### src/rtl/div_4_pkg.sv
// Shared definitions for the 8-bit by 4-bit restoring divider tile.
package div_4_pkg;

    localparam int DVD_W = 8;  // dividend / quotient width
    localparam int DVS_W = 4;  // divisor / remainder width
    localparam int ITER  = 8;  // one iteration per quotient bit
    localparam int CNT_W = 4;  // iteration counter width, must hold ITER

    // Results reported when the divisor is zero.
    localparam logic [DVD_W-1:0] DZ_Q = 8'hFF;
    localparam logic [DVS_W-1:0] DZ_R = 4'hF;

    typedef enum logic [2:0] {
        IDLE,
        LOAD,
        SHIFT,
        SUB,
        DONE
    } state_e;

endpackage

### src/rtl/div_4_dp.sv
// Restoring-division datapath: working register {rem, dvd}, held divisor and
// iteration counter. The dividend is shifted out of dvd while quotient bits
// are shifted in from the bottom, so dvd holds the quotient at the end.
module div_4_dp
    import div_4_pkg::*;
(
    input  logic             clk,
    input  logic             rst,
    input  logic             load,
    input  logic             shift,
    input  logic             sub,
    input  logic [DVD_W-1:0] dd,
    input  logic [DVS_W-1:0] dr,
    output logic             last,
    output logic [DVD_W-1:0] quo_nxt,
    output logic [DVS_W-1:0] rem_nxt
);

    // The partial remainder carries one extra bit: right after a shift it can
    // reach 2*DR-1, which needs DVS_W+1 bits before the subtract.
    logic [DVS_W:0]   rem_q;
    logic [DVD_W-1:0] dvd_q;
    logic [DVS_W-1:0] dr_q;
    logic [CNT_W-1:0] cnt_q;

    logic             ge;
    logic [DVS_W:0]   rem_sub;

    // Trial subtract of the shifted remainder; restore by keeping the old value.
    always_comb begin
        ge      = (rem_q >= {1'b0, dr_q});
        rem_sub = ge ? (rem_q - {1'b0, dr_q}) : rem_q;
    end

    // After a subtract the remainder is below DR, so it fits in DVS_W bits.
    assign rem_nxt = rem_sub[DVS_W-1:0];
    assign quo_nxt = {dvd_q[DVD_W-1:1], ge};
    assign last    = (cnt_q == CNT_W'(ITER - 1));

    // Working register and counter update, one operation per FSM step.
    always_ff @(posedge clk) begin
        // NOTE: state uses non-blocking assignments so every register samples
        // pre-edge values, independent of statement order.
        if (rst) begin
            rem_q <= '0;
            dvd_q <= '0;
            dr_q  <= '0;
            cnt_q <= '0;
        end else if (load) begin
            rem_q <= '0;
            dvd_q <= dd;
            dr_q  <= dr;
            cnt_q <= '0;
        end else if (shift) begin
            {rem_q, dvd_q} <= {rem_q[DVS_W-1:0], dvd_q, 1'b0};
        end else if (sub) begin
            rem_q    <= rem_sub;
            dvd_q[0] <= ge;
            cnt_q    <= cnt_q + CNT_W'(1);
        end
    end

endmodule

### src/rtl/tt_um_div_4.sv
// Tiny Tapeout tile wrapper: start-edge detection, control FSM, result
// registers and pin mapping around the restoring-division datapath.
module tt_um_div_4
    import div_4_pkg::*;
(
    input  logic       clk,
    input  logic       rst,
    input  logic [7:0] ui_in,
    input  logic [7:0] uio_in,
    input  logic       ena,
    output logic [7:0] uo_out,
    output logic [7:0] uio_out,
    output logic [7:0] uio_oe
);

    state_e           state_q, state_d;
    logic             init_q;
    logic             start;
    logic [DVS_W-1:0] dr_in;

    logic             dp_load, dp_shift, dp_sub, dp_last;
    logic [DVD_W-1:0] quo_nxt;
    logic [DVS_W-1:0] rem_nxt;

    logic [DVD_W-1:0] quo_q;
    logic [DVS_W-1:0] rem_q;
    logic             done_q, err_q;

    // Tile enable and the spare uio_in bits have no function here.
    logic unused_ok;
    assign unused_ok = &{1'b0, ena, uio_in[3:1]};

    assign dr_in = uio_in[7:4];
    assign start = uio_in[0] & ~init_q;

    // Delayed copy of init for rising-edge start detection.
    always_ff @(posedge clk) begin
        if (rst) init_q <= 1'b0;
        else     init_q <= uio_in[0];
    end

    // State register.
    always_ff @(posedge clk) begin
        if (rst) state_q <= IDLE;
        else     state_q <= state_d;
    end

    // Next-state and datapath strobes.
    always_comb begin
        // NOTE: every output gets a default first so no path leaves it
        // unassigned and no latch is inferred.
        state_d  = state_q;
        dp_load  = 1'b0;
        dp_shift = 1'b0;
        dp_sub   = 1'b0;
        unique case (state_q)
            IDLE, DONE: if (start) state_d = LOAD;
            LOAD: begin
                dp_load = 1'b1;
                state_d = (dr_in == '0) ? DONE : SHIFT;
            end
            SHIFT: begin
                dp_shift = 1'b1;
                state_d  = SUB;
            end
            SUB: begin
                dp_sub  = 1'b1;
                state_d = dp_last ? DONE : SHIFT;
            end
            default: state_d = IDLE;
        endcase
    end

    // Result and status registers; Q/R only change on DONE entry.
    always_ff @(posedge clk) begin
        if (rst) begin
            quo_q  <= '0;
            rem_q  <= '0;
            done_q <= 1'b0;
            err_q  <= 1'b0;
        end else begin
            case (state_q)
                LOAD: begin
                    if (dr_in == '0) begin
                        quo_q  <= DZ_Q;
                        rem_q  <= DZ_R;
                        done_q <= 1'b1;
                        err_q  <= 1'b1;
                    end else begin
                        done_q <= 1'b0;
                        err_q  <= 1'b0;
                    end
                end
                SUB: begin
                    if (dp_last) begin
                        quo_q  <= quo_nxt;
                        rem_q  <= rem_nxt;
                        done_q <= 1'b1;
                    end
                end
                default: ;
            endcase
        end
    end

    div_4_dp u_dp (
        .clk    (clk),
        .rst    (rst),
        .load   (dp_load),
        .shift  (dp_shift),
        .sub    (dp_sub),
        .dd     (ui_in),
        .dr     (dr_in),
        .last   (dp_last),
        .quo_nxt(quo_nxt),
        .rem_nxt(rem_nxt)
    );

    assign uo_out  = quo_q;
    assign uio_out = {rem_q, 1'b0, err_q, done_q, 1'b0};
    assign uio_oe  = 8'b1111_0110;

endmodule

### config.mk
export PLATFORM = sky130hd
export DESIGN_NAME = tt_um_div_4
export DESIGN_NICKNAME = d
export VERILOG_FILES = /design/src/rtl/div_4_pkg.sv /design/src/rtl/div_4_dp.sv /design/src/rtl/tt_um_div_4.sv
export SDC_FILE = /design/constraint.sdc
export NUM_CORES = 1
export LEC_CHECK = 0
export ABC_CLOCK_PERIOD_IN_PS = 1700
export CAP_MARGIN = 20
export CORE_UTILIZATION = 45
export DETAILED_ROUTE_END_ITERATION = 8
export PLACE_DENSITY = 0.79
export RECOVER_POWER = 50
export SLEW_MARGIN = 20
export SYNTH_ARGS = -nofsm -noshare
export SYNTH_HDL_FRONTEND = slang
export SYNTH_SLANG_ARGS = --single-unit
### constraint.sdc
create_clock -name clk -period 1.7 [get_ports clk]
set_input_delay 0.34 -clock clk [delete_from_list [all_inputs] [get_ports clk]]
set_output_delay 0.34 -clock clk [all_outputs]
set_load 0.05 [all_outputs]
* Word level (Yosys, flattened, before mapping)
Index checks and enable logic that the tools add are counted.
Word-level totals: input port bits 19, logic and storage cells 62, flip-flop bits (word level) 39, ROM bits 0, bits in writable memories 0, bits in latches 0, memories kept 0, output and inout bits 24
Cells by class: bitwise operators 3, eq/ne operators 8, order comparisons 1, reductions and logical operators 13, divide/modulo/power cells 0, multiplexer cells 23, $mul 0, $add $sub $neg 2, shifts and indexed selects 0
Operator list (number):
- $mux W8 | 3
- $pmux W8 S2 | 1
- $mux W5 | 3
- $pmux W3 S4 | 1
- $mux W3 | 3
- $mux W4 | 2
- $pmux W4 S2 | 1
- $reduce_bool A2 Y1 | 4
- $mux W1 | 7
- $mux W7 | 1
- $eq A3 B2 Y1 const B | 2
- $ne A2 B2 Y1 const B | 3
- $reduce_and A2 Y1 | 3
- $ge A5 B4 Y1 | 1
- $sub A5 B4 Y5 | 1
- $add A4 B1 Y4 const B | 1
- $eq A4 B3 Y1 const B | 1
- $logic_not A4 Y1 | 1
- $reduce_or A2 Y1 | 2
- $eq A3 B1 Y1 const B | 1
- $eq A3 B3 Y1 const B | 1
- $logic_not A3 Y1 | 1
- $reduce_and A3 Y1 | 1
- $reduce_bool A3 Y1 | 1
- other kinds (3) | 4

* Depth between registers and ports, before layout
depth in word-level cells 5, mapped depth 8, mapped depth without buffers 8

* By module
From an unflattened synthesis, not the netlist that was laid out.
Unflattened totals: cells, all modules 251, area, all modules 2179.6 um^2
Modules (own cells, without submodules):
- div_4_dp | cells an instance 150, instances 1, seq. area each 420.4 um^2, area each 1253.7 um^2
- tt_um_div_4 | cells an instance 101, instances 1, seq. area each 360.3 um^2, area each 925.9 um^2

* Worst setup path after synthesis
OpenSTA, ideal clock, no wires.
path kind register to register, start point reg u_dp.dr_q[2], end point reg u_dp.dvd_q[0], setup slack 0.009 ns, required time 1.562 ns, period minus slack after synthesis 1.691 ns, arrival time 1.553 ns, stages on the path, launching flop included 9, path buffers 1, setup time 0.138 ns, path through dfxtp_1 inv_1 ha_1 o21ai_2 a21oi_4 or2_1 buf_4 a221oi_1 nor3_1
On the way: longest elaborated chain between the ends 4
RTL lines:
- start: declaration | RTL line div_4_dp.sv:23 | logic [DVS_W-1:0] dr_q;
- start signal: assignment | RTL line div_4_dp.sv:52 | dr_q <= dr;
- $ge A5 B4 Y1 | RTL line div_4_dp.sv:31 | ge = (rem_q >= {1'b0, dr_q});
- $mux W1 | RTL line div_4_dp.sv:56 | end else if (sub) begin
- $mux W1 | RTL line div_4_dp.sv:54 | end else if (shift) begin
- $mux W8 | RTL line div_4_dp.sv:49 | end else if (load) begin
- end signal: assignment | RTL line div_4_dp.sv:55 | {rem_q, dvd_q} <= {rem_q[DVS_W-1:0], dvd_q, 1'b0};
- end signal: assignment | RTL line div_4_dp.sv:58 | dvd_q[0] <= ge;
- end: declaration | RTL line div_4_dp.sv:22 | logic [DVD_W-1:0] dvd_q;
Every way passes these cells. The select of a mux whose other input is x is not followed. A chain may end at the register's enable or synchronous reset.

* Worst setup path after layout
start point reg u_dp.dr_q[1], end point reg u_dp.rem_q[3]
On the way: longest elaborated chain between the ends 4
RTL lines:
- $sub A5 B4 Y5 / $ge A5 B4 Y1 (equally long branches) | RTL line div_4_dp.sv:32, div_4_dp.sv:31
- $mux W5 (*) | RTL line div_4_dp.sv:32 | rem_sub = ge ? (rem_q - {1'b0, dr_q}) : rem_q;
- $mux W5 (*) | RTL line div_4_dp.sv:56
- $mux W5 (*) | RTL line div_4_dp.sv:54
- end signal: assignment | RTL line div_4_dp.sv:55
- end signal: assignment | RTL line div_4_dp.sv:57 | rem_q <= rem_sub;
- end: declaration | RTL line div_4_dp.sv:21 | logic [DVS_W:0] rem_q;
Every way passes the cells marked *; elsewhere a longest branch is shown, timed or not. The select of a mux whose other input is x is not followed.

==> summary.md <==
| Metric | Value |
|---|---|
| Status | complete, no violations |
| Main combinational cell family by area after synthesis | simple AND/OR/NAND/NOR gates |
| Cells after Synth | 230 |
| P_int | 0.00176 W |
| DR WL/cell | 13.8 um |
| 1st-iter DRT viols | 82 |
| First-pass GRT wire length | 6810 um |
| Hold_ws | 0.460 ns |
| Post-synthesis sequential area ratio | 0.395 |
| HP Class | reg2reg |
| Pwr/cell area | 991 mW/mm^2 |
| Die area | 0.00466 mm^2 |
| Vias in the first global route | 1520 |
| # port buffers | 28 |
| Syn Std Cell Area | 0.00198 mm^2 |
| Remaining global-route overflow | 0 |
| Top FF cell, synth | dfxtp_1 |
| Switching power share of the total | 0.281 |
| Critical path, cell by cell | inv_1 -> ha_1 -> nand2b_1 -> a21oi_4 -> buf_4 -> o41a_1 -> a21oi_1 |
| Pleak | 0.909 nW |
| Initial antenna violation count | 0 |
| Antenna Nets Post-Route | 0 |
| Flop2flop setup slack | 0.05 ns |
| Crit. End Element | register |
| DRC | 0 |
| Setup slack after layout | 0.0517 ns |
| CP delay by family, top | compound AO/OA/AOI/OAI gates |
| CTS Hold Bufs | 0 |
| FP Rows | 23 |
| Critical path's slowest cell | o41a_1 |
| Vias per std cell | 5.26 |
| CP Data Required Time | 1.93 ns |
| Worst-path fanout max | 5 |
| Synth Area in Simple Gates | 0.249 |
| IO Count | 43 |
| Crit path buf inv count | 2 |
| Logic pwr share | 0.222 |
| Final Hold Fails | 0 |
| Syn Area/Cell | 8.60 um^2 |
| Top post-synthesis cells by area | dfxtp_1 (39%), nor2_1 (6.8%), buf_4 (5.7%), a21oi_1 (4.8%), nor3_2 (4.6%) |
| Crit path launch type | register |
| Most frequent cells in the layout | dfxtp_1 (36), nor2_1 (35), nand2_1 (21) |
| Reg clk slew, reported paths | 0.08 ns |
| Vias | 1684 |
| Die Y-Extent | 68.3 um |
| Worst Reg-to-Reg Cells | 7 |
| Sw power | 0.000688 W |
| Final setup viols | 0 |
| DP Wirelength | 3020 um |
| Worst Path Arrival | 1.88 ns |
| Clock network fraction of total power | 0.374 |
| CP Depth | 7 |
| Drt first pass iters | 4 |
| CTS tree | done |
| End of the worst register-to-register path | u_dp.rem_q[3]$_SDFFE_PP0P_ |
| Netlist cell types | 50 |
| Largest net degree at the start of global routing | 33 |
| Starting Density | 0.481 |
| Crit path time final | 1.65 ns |
| Post-synth EDFFs | 0 |
| Post-synthesis mux area share | 0.00506 |
| Post-Synth XOR/XNOR Area | 0.0221 |
| Clock Root Buffer | clkbuf_8 |
| Sequential power share | 0.405 |
| Synth Area in Compound Gates | 0.196 |
| Die outline width | 68.3 um |
| Adder-cell share of the synthesized area | 0.0417 |
| Most common cell after layout, fill and taps aside | dfxtp_1 |
| Setup crit end | u_dp.rem_q[3]$_SDFFE_PP0P_ |
| Clk_lat worst skew | 0.30 ns |
| Clock skew | 0.0109 ns |
| Max Cap Violations | 0 |
| FMAX | 0.607 GHz |
| Post-CTS Setup Inserts | 0 |
| Max Buffers Root-to-Sink | 2 |
| TritonCTS Buffers | 5 |
| RR Startpoint | u_dp.dr_q[1]$_SDFFE_PP0P_ |
| Final worst-path cycle share | 0.970 |
| # fillers | 383 |
| Register bit total from synthesis | 39 |
| Critical path startpoint | u_dp.dr_q[1]$_SDFFE_PP0P_ |
| Rel. slew slack | 0.482 |
| Synth area leader | dfxtp_1 |
| Total wire length | 4400 um |
| All-Layer GR Usage | 0.197 |
| Final Max Slew Viols | 0 |
| Final nets | 294 |
| Total core area | 0.00412 mm^2 |
| Least-Margin Pin Slew | 0.776 ns |
| Ys async rst share | 0 |
| Setup WS pre-CTS | -0.308 ns |
| Diodes inserted | 0 |
| Routability cong. | 0.856 |
| Clock sinks | 39 |
| YS warnings | 0 |
| H-tree levels | 2 |
| Peak supply drop | 0.524 mV |
| Area delta synth->final | 25.0% |
| Crit Path Class | reg2reg |
| Top cell type's share of synthesized area | 0.395 |
| Critical Path Max Stage Delay | 0.38 ns |
| Share of cells above drive strength 1 | 0.226 |
worst min-delay path by stage:
stage	start	endpoint	slack [ns]	depth (start not counted)
after floorplan	rst	state_q[1]$_SDFFE_PP0P_	0.43	1
after global placement	u_dp.dr_q[3]$_SDFFE_PP0P_	u_dp.dr_q[3]$_SDFFE_PP0P_	0.44	2
after detailed placement	u_dp.dr_q[0]$_SDFFE_PP0P_	u_dp.dr_q[0]$_SDFFE_PP0P_	0.45	2
after CTS	u_dp.dr_q[3]$_SDFFE_PP0P_	u_dp.dr_q[3]$_SDFFE_PP0P_	0.46	2
after global routing	u_dp.dr_q[2]$_SDFFE_PP0P_	u_dp.dr_q[2]$_SDFFE_PP0P_	0.49	2
final	u_dp.dr_q[3]$_SDFFE_PP0P_	u_dp.dr_q[3]$_SDFFE_PP0P_	0.46	2
worst register-to-register path: stages (launching register included):
cell and delay [ns]:
dfxtp_2 0.33, inv_1 0.04, ha_1 0.31, nand2b_1 0.16
a21oi_4 0.09, buf_4 0.14, o41a_1 0.38, a21oi_1 0.14
repair_timing:
| item | 4_1_cts | 5_1_grt |
|---|---|---|
| gates resized for setup | 4 | 13 |
| pin swaps | 0 | 3 |
| endpoints found under the setup margin | 7 | 19 |
per-layer routing:
layer	vias up	track usage	wire, um
li1	849	-	-
met1	790	0.245	2020
met2	38	0.332	2140
met3	7	0.0500	189
met4	0	0.0573	55
met5	-	0	0
metrics by stage:
step | power [W] | std cells | util | TNS (ns) | area [um^2]
finish | 0.00245 | 320 | 0.601 | 0 | 2470
global route | 0.00254 | 320 | 0.601 | -0.0514 | 2470
CTS | 0.00243 | 320 | 0.600 | 0 | 2470
detailed placement | 0.00151 | 312 | 0.566 | -3.75 | 2330
global placement | 0.00150 | 312 | 0.566 | -3.62 | 2330
floorplan | 0.00138 | 238 | - | 0 | 2010
flip-flops by register name (all words and copies together) (netlist names):
register and count:
u_dp.dvd_q 8, uo_out 8, u_dp.rem_q 5, rem_q 4, u_dp.cnt_q 4, u_dp.dr_q 4, state_q 3, done_q 1
err_q 1, init_q 1
area by class of cell:
| cell class | instances | area [um^2] | area share |
|---|---|---|---|
| clock buffer | 6 | 72.6 | 0.0294 |
| clock inverter | 2 | 60.1 | 0.0243 |
| tap | 50 | 62.6 | 0.0253 |
| multi-input combinational | 170 | 1130 | 0.458 |
| sequential | 39 | 785 | 0.317 |
| timing repair buffer | 46 | 334 | 0.135 |
| inverter | 7 | 26.3 | 0.0106 |
power groups by stage:
stage                     combinational (W)  clock, W  sequential [W]
final                              0.000543  0.000916        0.000992
after global routing               0.000584  0.000963        0.000998
after CTS                          0.000517  0.000922        0.000988
after detailed placement           0.000500         0         0.00101
after global placement             0.000494         0         0.00101
after floorplan                    0.000362         0         0.00101
logic make-up (layout without fill, tap and decap cells):
| family | after synthesis | after routing |
|---|---|---|
| xor+xnor | 5 | 5 |
| buf+inv | 29 | 61 |
| mux | 1 | 1 |
| simple gates | 93 | 93 |
| other cells | 2 | 10 |
| fa+ha+maj | 6 | 6 |
| flops | 39 | 39 |
| compound gates | 55 | 55 |
synth_stat cells, types with 2 or more instances:
library cell   n
dfxtp_1       39
nor2_1        36
nand2_1       22
a21oi_1       19
buf_4         15
o21ai_0       12
nor3_2         9
inv_1          6
ha_1           5
a22oi_1        4
nor3_1         4
a311oi_2       3
clkbuf_1       3
nand2b_1       3
xnor2_1        3
a211oi_1       2
a221oi_1       2
a311oi_1       2
buf_1          2
conb_1         2
nand3_1        2
nand4_1        2
nor2_2         2
nor2b_1        2
o211ai_1       2
or2_1          2
xor2_1         2
(Power assumes the default switching activity.)
